**src/rtl/capture_sequencer.sv**
```systemverilog
// capture_sequencer: arms the ADC trigger, counts bursts/words from a passive AXI-Stream tap.
// Define CAPSEQ_TIMEOUT_EN to enable the ARMED-state timeout (timed_out flag, timeout counter).
module capture_sequencer #(
  parameter int CLR_CYCLES = 4,
  parameter int CNT_W      = 32
) (
  input  logic             aclk,
  input  logic             aresetn,
  input  logic             start,
  input  logic             abort,
  input  logic [15:0]      burst_target,
  input  logic [CNT_W-1:0] holdoff,
  input  logic [CNT_W-1:0] timeout,
  input  logic             trig_activated,
  input  logic             s_tvalid,
  input  logic             s_tlast,
  output logic             nreset_trigger,
  output logic             nreset_max_sum,
  output logic             busy,
  output logic             done,
  output logic             timed_out,
  output logic             aborted,
  output logic [15:0]      bursts_done,
  output logic [CNT_W-1:0] words_done,
  output logic [2:0]       state
);
  typedef enum logic [2:0] {
    IDLE = 3'd0, CLEAR = 3'd1, ARMED = 3'd2, CAPTURE = 3'd3, HOLDOFF = 3'd4, DONE = 3'd5
  } state_t;
  localparam logic [7:0] CLR_LAST = 8'(CLR_CYCLES - 1);
  state_t state_q, state_d, end_st;
  logic [7:0] clr_cnt_q, clr_cnt_d;
  logic [CNT_W-1:0] hold_cnt_q, hold_cnt_d, words_q, words_d;
  logic [15:0] bursts_q, bursts_d, bursts_inc;
  logic first_q, first_d, aborted_q, aborted_d, timed_out_q, timed_out_d;
  logic busy_q, busy_d, done_q, done_d, ntrig_q, ntrig_d, nmax_q, nmax_d;
  logic word, eob, to_hit;
  assign word       = (state_q == ARMED || state_q == CAPTURE) && s_tvalid;
  assign eob        = word && s_tlast;
  assign bursts_inc = &bursts_q ? bursts_q : bursts_q + 16'd1;
  assign end_st     = (burst_target != 16'd0 && bursts_inc == burst_target) ? DONE :
                      (holdoff == '0 ? CLEAR : HOLDOFF);
`ifdef CAPSEQ_TIMEOUT_EN
  logic [CNT_W-1:0] to_cnt_q, to_cnt_d;
  assign to_cnt_d = state_q == ARMED ? to_cnt_q + CNT_W'(1) : '0;
  assign to_hit   = timeout != '0 && to_cnt_q + CNT_W'(1) == timeout;
  always_ff @(posedge aclk or negedge aresetn)
    if (!aresetn) to_cnt_q <= '0;
    else          to_cnt_q <= to_cnt_d;
`else
  logic unused_timeout;
  assign unused_timeout = ^timeout;
  assign to_hit = 1'b0;
`endif
  always_comb begin
    state_d     = state_q;
    first_d     = first_q;
    aborted_d   = aborted_q;
    timed_out_d = timed_out_q;
    bursts_d    = eob ? bursts_inc : bursts_q;
    words_d     = word && !(&words_q) ? words_q + CNT_W'(1) : words_q;
    case (state_q)
      IDLE: if (start && !abort) begin
        state_d     = CLEAR;
        first_d     = 1'b1;
        aborted_d   = 1'b0;
        timed_out_d = 1'b0;
        bursts_d    = '0;
        words_d     = '0;
      end
      CLEAR: if (clr_cnt_q == CLR_LAST) begin
        state_d = aborted_q ? IDLE : ARMED;
        first_d = 1'b0;
      end
      ARMED: if (eob) state_d = end_st;
        else if (trig_activated || s_tvalid) state_d = CAPTURE;
        else if (to_hit) begin
          state_d     = DONE;
          timed_out_d = 1'b1;
        end
      CAPTURE: if (eob) state_d = end_st;
      HOLDOFF: if (hold_cnt_q == holdoff - CNT_W'(1)) state_d = CLEAR;
      DONE:    state_d = IDLE;
      default: state_d = IDLE;
    endcase
    // Abort overrides every other transition and restarts the clear window.
    if (abort && state_q != IDLE) begin
      state_d     = CLEAR;
      aborted_d   = 1'b1;
      first_d     = first_q;
      timed_out_d = timed_out_q;
    end
  end
  assign clr_cnt_d  = (state_q == CLEAR && !abort) ? clr_cnt_q + 8'd1 : 8'd0;
  assign hold_cnt_d = state_q == HOLDOFF ? hold_cnt_q + CNT_W'(1) : '0;
  assign busy_d     = state_d != IDLE;
  assign done_d     = state_d == DONE;
  assign ntrig_d    = state_d == ARMED || state_d == CAPTURE;
  assign nmax_d     = !(state_d == CLEAR && first_d);
  always_ff @(posedge aclk or negedge aresetn)
    if (!aresetn) begin
      state_q     <= IDLE;
      clr_cnt_q   <= '0;
      hold_cnt_q  <= '0;
      bursts_q    <= '0;
      words_q     <= '0;
      first_q     <= 1'b0;
      aborted_q   <= 1'b0;
      timed_out_q <= 1'b0;
      busy_q      <= 1'b0;
      done_q      <= 1'b0;
      ntrig_q     <= 1'b0;
      nmax_q      <= 1'b1;
    end else begin
      state_q     <= state_d;
      clr_cnt_q   <= clr_cnt_d;
      hold_cnt_q  <= hold_cnt_d;
      bursts_q    <= bursts_d;
      words_q     <= words_d;
      first_q     <= first_d;
      aborted_q   <= aborted_d;
      timed_out_q <= timed_out_d;
      busy_q      <= busy_d;
      done_q      <= done_d;
      ntrig_q     <= ntrig_d;
      nmax_q      <= nmax_d;
    end
  assign state          = state_q;
  assign nreset_trigger = ntrig_q;
  assign nreset_max_sum = nmax_q;
  assign busy           = busy_q;
  assign done           = done_q;
  assign timed_out      = timed_out_q;
  assign aborted        = aborted_q;
  assign bursts_done    = bursts_q;
  assign words_done     = words_q;
endmodule

```
**config.mk**
```make
export PLATFORM = sky130hd
export DESIGN_NAME = capture_sequencer
export DESIGN_NICKNAME = d
export VERILOG_FILES = /design/src/rtl/capture_sequencer.sv
export SDC_FILE = /design/constraint.sdc
export NUM_CORES = 1
export LEC_CHECK = 0
export ABC_AREA = 1
export CELL_PAD_IN_SITES_DETAIL_PLACEMENT = 0
export CELL_PAD_IN_SITES_GLOBAL_PLACEMENT = 1
export CORE_MARGIN = 2
export CORE_UTILIZATION = 41
export CTS_BUF_LIST = sky130_fd_sc_hd__clkbuf_4
export CTS_CLUSTER_SIZE = 40
export DETAILED_ROUTE_END_ITERATION = 6
export PLACE_DENSITY_LB_ADDON = 0.2
export SETUP_SLACK_MARGIN = 0.3
export SLEW_MARGIN = 10
export SYNTH_ARGS = -nofsm -noshare
export SYNTH_HDL_FRONTEND = slang
export SYNTH_SLANG_ARGS = --single-unit
```
**constraint.sdc**
```tcl
create_clock -name aclk -period 4.6 [get_ports aclk]
set_input_delay 0.92 -clock aclk [delete_from_list [all_inputs] [get_ports aclk]]
set_output_delay 0.92 -clock aclk [all_outputs]
set_load 0.02 [all_outputs]
```
# [After elaboration in Yosys (flattened, before gate mapping)]
# Cells that the tools add are included.
[totals] register_bits=97 inputBits=87 out_inout_bits=57
[classes] addsub=5 n_eq_ne=11 muxes=27 reduce_logical=24
[op_table] operator="32-bit two-way mux" n=4
[op_table] operator="32-bit by 1-bit adder with 32-bit output, second input constant" n=2
[op_table] operator="16-bit two-way mux" n=4
[op_table] operator="32-bit == test" n=1
[op_table] operator="32-bit zero test" n=1
[op_table] operator="32-bit AND reduction" n=1
[op_table] operator="32-bit by 1-bit subtractor with 32-bit output, second input constant" n=1
[op_table] operator="3-bit two-way mux" n=9
[op_table] operator="16-bit by 1-bit adder with 16-bit output, second input constant" n=1
[op_table] operator="16-bit == test" n=1
[op_table] operator="16-bit AND reduction" n=1
[op_table] operator="16-bit nonzero test" n=1
[op_table] operator="3-bit case mux with 5 select lines" n=1
[op_table] operator="3-bit by 2-bit == test with 1-bit output, second input constant" n=4
[op_table] operator="8-bit by 1-bit adder with 8-bit output, second input constant" n=1
[op_table] operator="8-bit by 2-bit == test with 1-bit output, second input constant" n=1
[op_table] operator="1-bit logical AND" n=8
[op_table] operator="8-bit two-way mux" n=1
[op_table] operator="3-bit by 1-bit == test with 1-bit output, second input constant" n=2
[op_table] operator="3-bit == test, second input constant" n=2
[op_table] operator="1-bit two-way mux" n=6
[op_table] operator="3-bit nonzero test" n=2
[op_table] operator="2-bit nonzero test" n=2
[op_table] operator="1-bit zero test" n=3
[op_table] operator="5 further kinds" n=7

# [Depth between registers and ports, before layout]
# Gate-level depths: netlist of run 1.
[logic_depth] depth_word=11 mapped_depth=20

# [Worst setup path before layout of run 1]
# Ideal clock, no wire load.
[synth_timing] kind="input port to flip-flop" from="in holdoff[0]" to="reg nmax_q, in the netlist nreset_max_sum" arrival_time_ps=2550 required_ps=4525 setup_slack_ps=1975 path_stages=19 n_path_buf=0 path_cell_list="inv_1 ha_1 nand2_2 nor2_8 nand2_4 nor2_4 nand3_1 nand2_1 nand2_1 nor2_1 nand2_1 nor2_1 nand3_1 nand2_1 nor2_1 nand3_2 nand2_1 inv_1 nand2_1"
[synth_via] elab_chain_cells=9 word_cells_on_any_way=13 classes_between="1 x add/sub; 2 x eq/ne; 7 x mux; 3 x reduce/logical"
[synth_rtl] element="start, declared" line_no="12" rtl="input logic [CNT_W-1:0] holdoff,"
[synth_rtl] element="parallel branches: the longest is 4 deep, another holds 32-bit by 1-bit subtractor with 32-bit output"
[synth_rtl] element="3-bit case mux with 5 select lines (*)" line_no="62" rtl="case (state_q)"
[synth_rtl] element="3-bit two-way mux (*)" line_no="87" rtl="if (abort && state_q != IDLE) begin"
[synth_rtl] element="via state_d[0]" line_no="31" rtl="state_t state_q, state_d, end_st;"
[synth_rtl] element="3-bit by 1-bit == test with 1-bit output (*)" line_no="99" rtl="assign nmax_d = !(state_d == CLEAR && first_d);"
[synth_rtl] element="1-bit logical AND (*)" line_no="99"
[synth_rtl] element="1-bit zero test (*)" line_no="99"
[synth_rtl] element="via nmax_d" line_no="36" rtl="logic busy_q, busy_d, done_q, done_d, ntrig_q, ntrig_d, nmax_q, nmax_d;"
[synth_rtl] element="end signal, assigned" line_no="126" rtl="nmax_q <= nmax_d;"
[synth_rtl] element="end, declared" line_no="36"
# Mark *: on every way through the listed nets, which the timed path passes.
# A chain may end at the register's enable or synchronous reset.

# [Worst setup path after layout of run 1]
[layout_timing] from="in holdoff[0]" to="reg done_q, in the netlist done"
[layout_via] elab_chain_cells=7 word_cells_on_any_way=11 classes_between="1 x add/sub; 2 x eq/ne; 7 x mux; 1 x reduce/logical"
[layout_rtl] element="parallel branches: the longest is 4 deep, another holds 32-bit by 1-bit subtractor with 32-bit output"
[layout_rtl] element="3-bit case mux with 5 select lines (*)" line_no="62"
[layout_rtl] element="3-bit two-way mux (*)" line_no="87"
[layout_rtl] element="via state_d[0]" line_no="31"
[layout_rtl] element="3-bit == test (*)" line_no="97" rtl="assign done_d = state_d == DONE;"
[layout_rtl] element="via done_d" line_no="36"
[layout_rtl] element="end signal, assigned" line_no="124" rtl="done_q <= done_d;"
[layout_rtl] element="end, declared" line_no="36"
# Marked as above.

==> out/qor.txt, run 1 <==
die area - 0.0194 mm2
CTS tree - done
post-synthesis register bit count - 97
CP Max Fanout - 9
post-layout min period - 3.08 ns
initial core utilization - 41.8%
asr flop ratio synth - 100%
Inserted Diodes - 0
setup_tns - 0 ns
Initial DRT Pass Iterations - 5
syn avg cell area - 6.49 um2
Syn-to-layout area delta - 19.3%
Placement Rows - 49
nets@finish - 1,357
share of layout cells above drive strength 1 - 5.91%
Max rail drop VDD - 0.000310 V
Die H - 139 um
Total Power - 2.78 mW
setup violators final - 0
Internal - 1.62 mW
fillcell total - 1,889
Pleak - 4.16 nW
first-pass GRT wire length - 34,500 um
cts-stage hold buffer count - 0
Placer Congestion - 0.871
post-synthesis sequential area ratio - 32.3%
DRC viols - 0
Synth Flop Type - dfrtp_1
max-cap viol count - 0
Max Slew Vio Count - 0
pwr/cell area - 310 mW/mm2
clk_lat worst skew - 0.50 ns
pin count of the biggest net entering global routing - 43
part of the power in registers - 43.0%
EDFF count, synth - 0
critical path type - input pin to flip-flop
final WL - 21,000 um
Via Count - 7,533
Synth warnings - 0
relative slew slack - 23.8%
clk sink count - 97
gr usage total - 21.7%
initial antenna violation count - 1
CTS Root Cell - clkbuf_4
switching share of power - 41.8%
f_max - 325 MHz
Slew @ Worst Pin - 1.14 ns
post-cts gate resize count - 0
CP Data Required Time - 5.03 ns
core area - 0.0180 mm2
Yosys cell types - 45
number of port buffers - 110
DR WL/cell - 14.0 um
Syn Nets - 1,249
vias per inst - 5.03
Psw - 1.16 mW
worst clock skew - 0.0208 ns
cell area after synthesis - 0.00751 mm2
final hold viol count - 0
Post-Synthesis Cells - 1,157
crit start category - input pin
Ports - 144
Clk network pwr share - 16.4%
CP Capture Type - flip-flop
Storage cell area - 0.00243 mm2
Die X - 139 um
dpl hpwl - 16,500 um
HP Class - input pin to asynchronous set/reset pin
area occupied by multi-input gates - 0.00428 mm2
htree depth - 3
Detailed Route Iter0 Violations - 453
CTS Buffer Depth - 2
vias in the first global route - 6,887
Post-CTS Setup Bufs - 0
Antenna Nets Post-Route - 0
clk slew on worst S/H paths - 0.16 ns
unrepaired setup endpoints after global routing - false
Comb pwr share - 40.6%
number of buffers created by CTS - 9
GRT overflow - 0
Worst EP arrival - 3.51 ns
status - finished clean
final worst-path cycle share - 66.9%
[through the flow]
step	std cells	hold slack, ns	worst slack, ns	cell area, um2	util, %
after floorplan	1157	0.433	1.97	7510	-
after global placement	1483	0.454	1.06	8840	49.2
after CTS	1499	0.400	1.55	8970	49.9
after detailed placement	1483	0.468	1.01	8840	49.2
after global routing	1499	0.431	1.33	8970	49.9
final	1499	0.415	1.52	8970	49.9
[cell families (layout without fill, tap and decap cells)]
group | after synthesis | count (layout) | share of synthesized area [%]
other | 1 | 1 | 0.0499
buffers and inverters | 207 | 320 | 10.7
AO/OA/AOI/OAI | 128 | 128 | 9.44
flip-flops | 97 | 97 | 32.3
adder cells (fa/ha/maj) | 5 | 5 | 0.833
AND/OR/NAND/NOR | 667 | 667 | 40.6
XOR/XNOR | 52 | 52 | 6.06
[power groups by stage]
stage                     clock network [mW]  registers (mW)  logic [mW]
after floorplan                            0            1.34       0.486
after global placement                     0            1.22        1.12
after detailed placement                   0            1.21        1.13
after CTS                              0.476            1.20        1.13
after global routing                   0.501            1.22        1.25
final                                  0.456            1.19        1.13
[critical path, stage by stage]
cell and delay (ns):
clkdlybuf4s50_1 0.43, inv_1 0.14, ha_1 0.27, nand2_2 0.13
nor2_8 0.24, nand3_4 0.15, nor2_2 0.13, nand2_1 0.06
nand2_1 0.07, nand2_1 0.04, nor2_1 0.15, nand2_1 0.11
nor2_1 0.12, nand3_1 0.11, nand2_1 0.10, nor2_1 0.05
nand3_2 0.10, nand2_1 0.08, nor2_1 0.11
[cell usage in the layout, fill, tap and decap left out, types with 3 or more instances in the layout]
cell type / instances
a211oi_1: 3
a21oi_1: 50
a31oi_1: 3
and3_1: 4
buf_4: 5
clkbuf_4: 10
clkdlybuf4s50_1: 109
dfrtp_1: 96
ha_1: 5
inv_1: 185
inv_2: 3
inv_6: 3
nand2_1: 278
nand2_2: 11
nand3_1: 78
nand3_2: 5
nand3b_1: 6
nand4_1: 30
nor2_1: 159
nor2_2: 17
nor2_4: 6
nor3_1: 43
nor3_2: 4
nor3b_1: 6
nor4_1: 14
o211ai_1: 12
o21ai_0: 47
o21ai_1: 3
o21bai_1: 5
xnor2_1: 17
xor2_1: 35
[flip-flops by register name, summed over array words and instances (netlist names), 3 cells and up]
name and cells:
state 3, clr_cnt_q 8, bursts_done 16, words_done 32
hold_cnt_q 32
[metal layers]
metal / global-route usage, % / wire [um]
met2: 34.2 / 9270
met3: 3.44 / 866
met4: 4.47 / 249
met5: 0 / 13
met1: 31.8 / 10600
[worst paths after layout]
check	start	cells after the start	end	slack, ns
max reg2reg	words_done[0]	13	words_done[19]	1.70
min	aresetn	1	bursts_done[10]	0.42
max	holdoff[0]	19	done	1.52
max in group asynchronous	aresetn	2	nreset_max_sum	3.28
min in group aclk	clr_cnt_q[0]	1	clr_cnt_q[0]	0.49
min reg2reg	clr_cnt_q[0]	1	clr_cnt_q[0]	0.49
[cell type report]
| type | count | share of cell area [%] |
|---|---|---|
| Timing Repair Buffer | 114 | 12.6 |
| Multi-Input combinational cell | 853 | 47.8 |
| Clock buffer | 10 | 0.837 |
| Sequential cell | 97 | 27.1 |
| Clock inverter | 6 | 0.558 |
| Tap cell | 229 | 3.20 |
| Inverter | 190 | 7.95 |
[Yosys cell counts (2+ instances only)]
cell | n | share of area [%]
o21bai_1 | 5 | 0.50
xnor2_1 | 17 | 2.0
inv_1 | 185 | 9.2
ha_1 | 5 | 0.83
clkinv_1 | 2 | 0.10
nor2_4 | 6 | 0.90
o21ai_1 | 3 | 0.20
and3_1 | 4 | 0.33
buf_4 | 2 | 0.20
nand3_1 | 78 | 5.2
nor2_1 | 159 | 7.9
nor3_1 | 43 | 2.9
nand4_1 | 30 | 2.5
nor3_2 | 4 | 0.53
inv_2 | 3 | 0.15
nor2_2 | 17 | 1.4
dfrtp_1 | 96 | 32
nand3b_1 | 6 | 0.60
o211ai_1 | 12 | 1.2
nor4_1 | 14 | 1.2
a211oi_1 | 3 | 0.30
xor2_1 | 35 | 4.1
buf_2 | 2 | 0.13
nand3_2 | 5 | 0.67
clkbuf_1 | 10 | 0.50
a31oi_1 | 3 | 0.25
nor3b_1 | 6 | 0.60
nand2_1 | 278 | 14
o21ai_0 | 47 | 3.1
nand2_2 | 11 | 0.92
a21oi_1 | 50 | 3.3
o21a_1 | 2 | 0.20
buf_6 | 2 | 0.30
No activity file was read; power rests on OpenSTA's default activity.
==> run 2, diff against run 1 <==
--- a/config.mk
+++ b/config.mk
@@ -9,7 +9,7 @@
 export CELL_PAD_IN_SITES_DETAIL_PLACEMENT = 0
 export CELL_PAD_IN_SITES_GLOBAL_PLACEMENT = 1
 export CORE_MARGIN = 2
-export CORE_UTILIZATION = 41
+export CORE_UTILIZATION = 34
 export CTS_BUF_LIST = sky130_fd_sc_hd__clkbuf_4
 export CTS_CLUSTER_SIZE = 40
 export DETAILED_ROUTE_END_ITERATION = 6
==> constraint.sdc (replaced) <==
create_clock -name aclk -period 2.8 [get_ports aclk]
set_input_delay 0.56 -clock aclk [delete_from_list [all_inputs] [get_ports aclk]]
set_output_delay 0.56 -clock aclk [all_outputs]
set_load 0.02 [all_outputs]
==> out/qor.txt, run 2 (synthesis results as in run 1) <==
number of port buffers - 110 (unchanged)
CP Data Required Time - 3.25 ns (was 5.03 ns)
Crit. path cell count - 18 (was 19)
vias in the first global route - 7,527 (was 6,887)
Placement Rows - 54 (was 49)
commonest non-fill, non-tap cell in the layout - nand2_1 (unchanged)
Worst EP arrival - 2.78 ns (was 3.51 ns)
worst clock skew - 0.0301 ns (was 0.0208 ns)
filler-free cell count of the finished design - 1,643 (was 1,499)
gr usage total - 20.0% (was 21.7%)
family with the most delay on the worst path - simple AND/OR/NAND/NOR gates (unchanged)
Detailed Route Iter0 Violations - 319 (was 453)
crit-path max cell delay - 0.44 ns (was 0.43 ns)
most frequent cells in the layout - 261 x nand2_1, 180 x inv_1, 131 x nor2_1, 99 x clkdlybuf4s50_1, 91 x buf_4 (was 278 x nand2_1, 185 x inv_1, 159 x nor2_1, 109 x clkdlybuf4s50_1, 96 x dfrtp_1)
met3 Resource Use GR - 3.47% (was 3.44%)
first-pass GRT wire length - 38,300 um (was 34,500 um)
dpl hpwl - 18,000 um (was 16,500 um)
DR WL/cell - 14.1 um (was 14.0 um)
crit start category - flip-flop (was input pin)
Placed Cells - 1,604 (was 1,483)
number of buffers created by CTS - 9 (unchanged)
CP bufs+invs - 3 (was 2)
fillcell total - 2,302 (was 1,889)
max-cap viol count - 0 (unchanged)
setup slack, reg-to-reg - 0.47 ns (was 1.70 ns)
CP max-delay cell - dfrtp_1 (was clkdlybuf4s50_1)
status - finished clean (unchanged)
Die H - 153 um (was 139 um)
Most Frequent Cell on Critical Path - nand2_2 (was nand2_1)
Max Slew Vio Count - 0 (unchanged)
crit-path cells - ha_4 -> nand2_4 -> nor2_4 -> nand2_2 -> nor2_4 -> buf_12 -> inv_12 -> nand2_4 -> nor2_1 -> nor2_1 -> nand3_1 -> nor2_2 -> nand4_1 -> nand3_2 -> nand3_4 -> nand2_2 -> inv_2 -> nand2_2 (was clkdlybuf4s50_1 -> inv_1 -> ha_1 -> nand2_2 -> nor2_8 -> nand3_4 -> nor2_2 -> nand2_1 -> nand2_1 -> nand2_1 -> nor2_1 -> nand2_1 -> nor2_1 -> nand3_1 -> nand2_1 -> nor2_1 -> nand3_2 -> nand2_1 -> nor2_1)
f_max - 429 MHz
Max rail drop VDD - 0.000387 V (was 0.000310 V)
final hold viol count - 0 (unchanged)
CTS tree - done (unchanged)
clk_lat worst skew - 0.50 ns (about the same)
RR Endpoint - nreset_max_sum (was words_done[19])
clk slew on worst S/H paths - 0.17 ns (was 0.16 ns)
critical path type - flip-flop to flip-flop (was input pin to flip-flop)
Die X - 153 um (was 139 um)
die area - 0.0233 mm2 (was 0.0194 mm2)
Antenna Nets Post-Route - 0 (unchanged)
pwr/cell area - 484 mW/mm2 (was 310 mW/mm2)
Total Power - 4.96 mW (was 2.78 mW)
Initial DRT Pass Iterations - 4 (was 5)
clk sink count - 97 (unchanged)
Pleak - 4.83 nW (was 4.16 nW)
Worst Setup SP - bursts_done[1] (was holdoff[0])
CTS Root Cell - clkbuf_4 (unchanged)
CP Capture Type - flip-flop (unchanged)
CP endpoint - nreset_max_sum (was done)
initial antenna violation count - 1 (unchanged)
CP Max Fanout - 25 (was 9)
setup_tns - 0 ns (unchanged)
share of layout cells above drive strength 1 - 17.6% (was 5.91%)
met1 Usage GRT - 28.4% (was 31.8%)
unrepaired setup endpoints after global routing - true (was false)
grt met2 use - 31.9% (was 34.2%)
setup violators final - 0 (unchanged)
Syn-to-layout area delta - 36.3% (was 19.3%)
DRC viols - 0 (unchanged)
vias per inst - 4.76 (was 5.03)
initial core utilization - 34.5% (was 41.8%)
CTS Buffer Depth - 2 (unchanged)
GRT overflow - 0 (unchanged)
RR Startpoint - bursts_done[1] (was words_done[0])
Via Count - 7,819 (was 7,533)
Ports - 144 (unchanged)
pin count of the biggest net entering global routing - 56 (was 43)
final worst-path cycle share - 83.3%
core area - 0.0218 mm2 (was 0.0180 mm2)
htree depth - 3 (unchanged)
final WL - 23,200 um (was 21,000 um)
Final Util - 47.1% (was 49.9%)
nets@finish - 1,449 (was 1,357)
relative slew slack - 62.4% (was 23.8%)
Placer Congestion - 0.841 (was 0.871)
Top Usage Layer GRT - met2 (unchanged)
HP Class - input pin to asynchronous set/reset pin (unchanged)
post-layout min period - 2.33 ns
Slew @ Worst Pin - 0.560 ns (was 1.14 ns)
r2r worst-path depth - 18 (was 13)
==> run 2: changes by cell type in the layout (fill, tap and decap cells not counted), sizes merged, moves of 2 or more <==
cell,previous run,this run
clkdlybuf4s50,109,99
buf,5,95
bufinv,0,2
dlymetal6s2s,0,10
==> run 2: report_power, final <==
group          internal, mW  switching, mW
logic                 0.938           1.19
clock network         0.370          0.546
registers              1.65          0.267
==> run 2: what timing repair did <==
action | CTS | global route
hold endpoints to repair | 6 | 0
endpoints found under the setup margin | 4 | 18
pin swaps | 3 | 44
hold buffers | 1 | 0
resized for setup | 13 | 111
setup buffers | 1 | 19
gates cloned | 1 | 0
==> run 2: through the flow <==
step,worst slack (ns),instance area [um2],hold slack [ns]
floorplan,0.535,7510,0.264
global placement,-0.284,9460,0.402
detailed placement,-0.346,9460,0.403
CTS,0.294,9700,0.395
global route,0.262,10200,0.436
finish,0.468,10200,0.410
==> run 2: routing by layer <==
metal  wire length (um)  vias up  part of all wire [%]
li1                   -     4111                     -
met1              11500     3589                    50
met2              10500      106                    45
met3                857       13                   3.7
met4                247        0                   1.1
met5                  0        -                     0
==> run 2: worst min path at each step <==
| stage | slack, ns | cells after the start | startpoint | to |
|---|---|---|---|---|
| 2_1_floorplan | 0.26 | 0 | aresetn | aborted |
| 3_3_place_gp | 0.40 | 1 | aresetn | bursts_done[7] |
| 3_5_place_dp | 0.40 | 1 | aresetn | bursts_done[7] |
| 4_1_cts | 0.40 | 2 | aresetn | bursts_done[7] |
| 5_1_grt | 0.44 | 2 | aresetn | bursts_done[7] |
| 6_report | 0.41 | 2 | aresetn | bursts_done[7] |
==> run 2: layout make-up <==
class	instances	area, um2	area share [%]
Clock inverter	7	97.6	0.952
Clock buffer	9	67.6	0.659
Tap cell	280	350	3.42
Sequential cell	97	2440	23.8
Multi-Input combinational cell	854	4680	45.7
Inverter	190	726	7.08
Antenna cell	1	2.50	0.0244
Timing Repair Buffer	205	1880	18.4
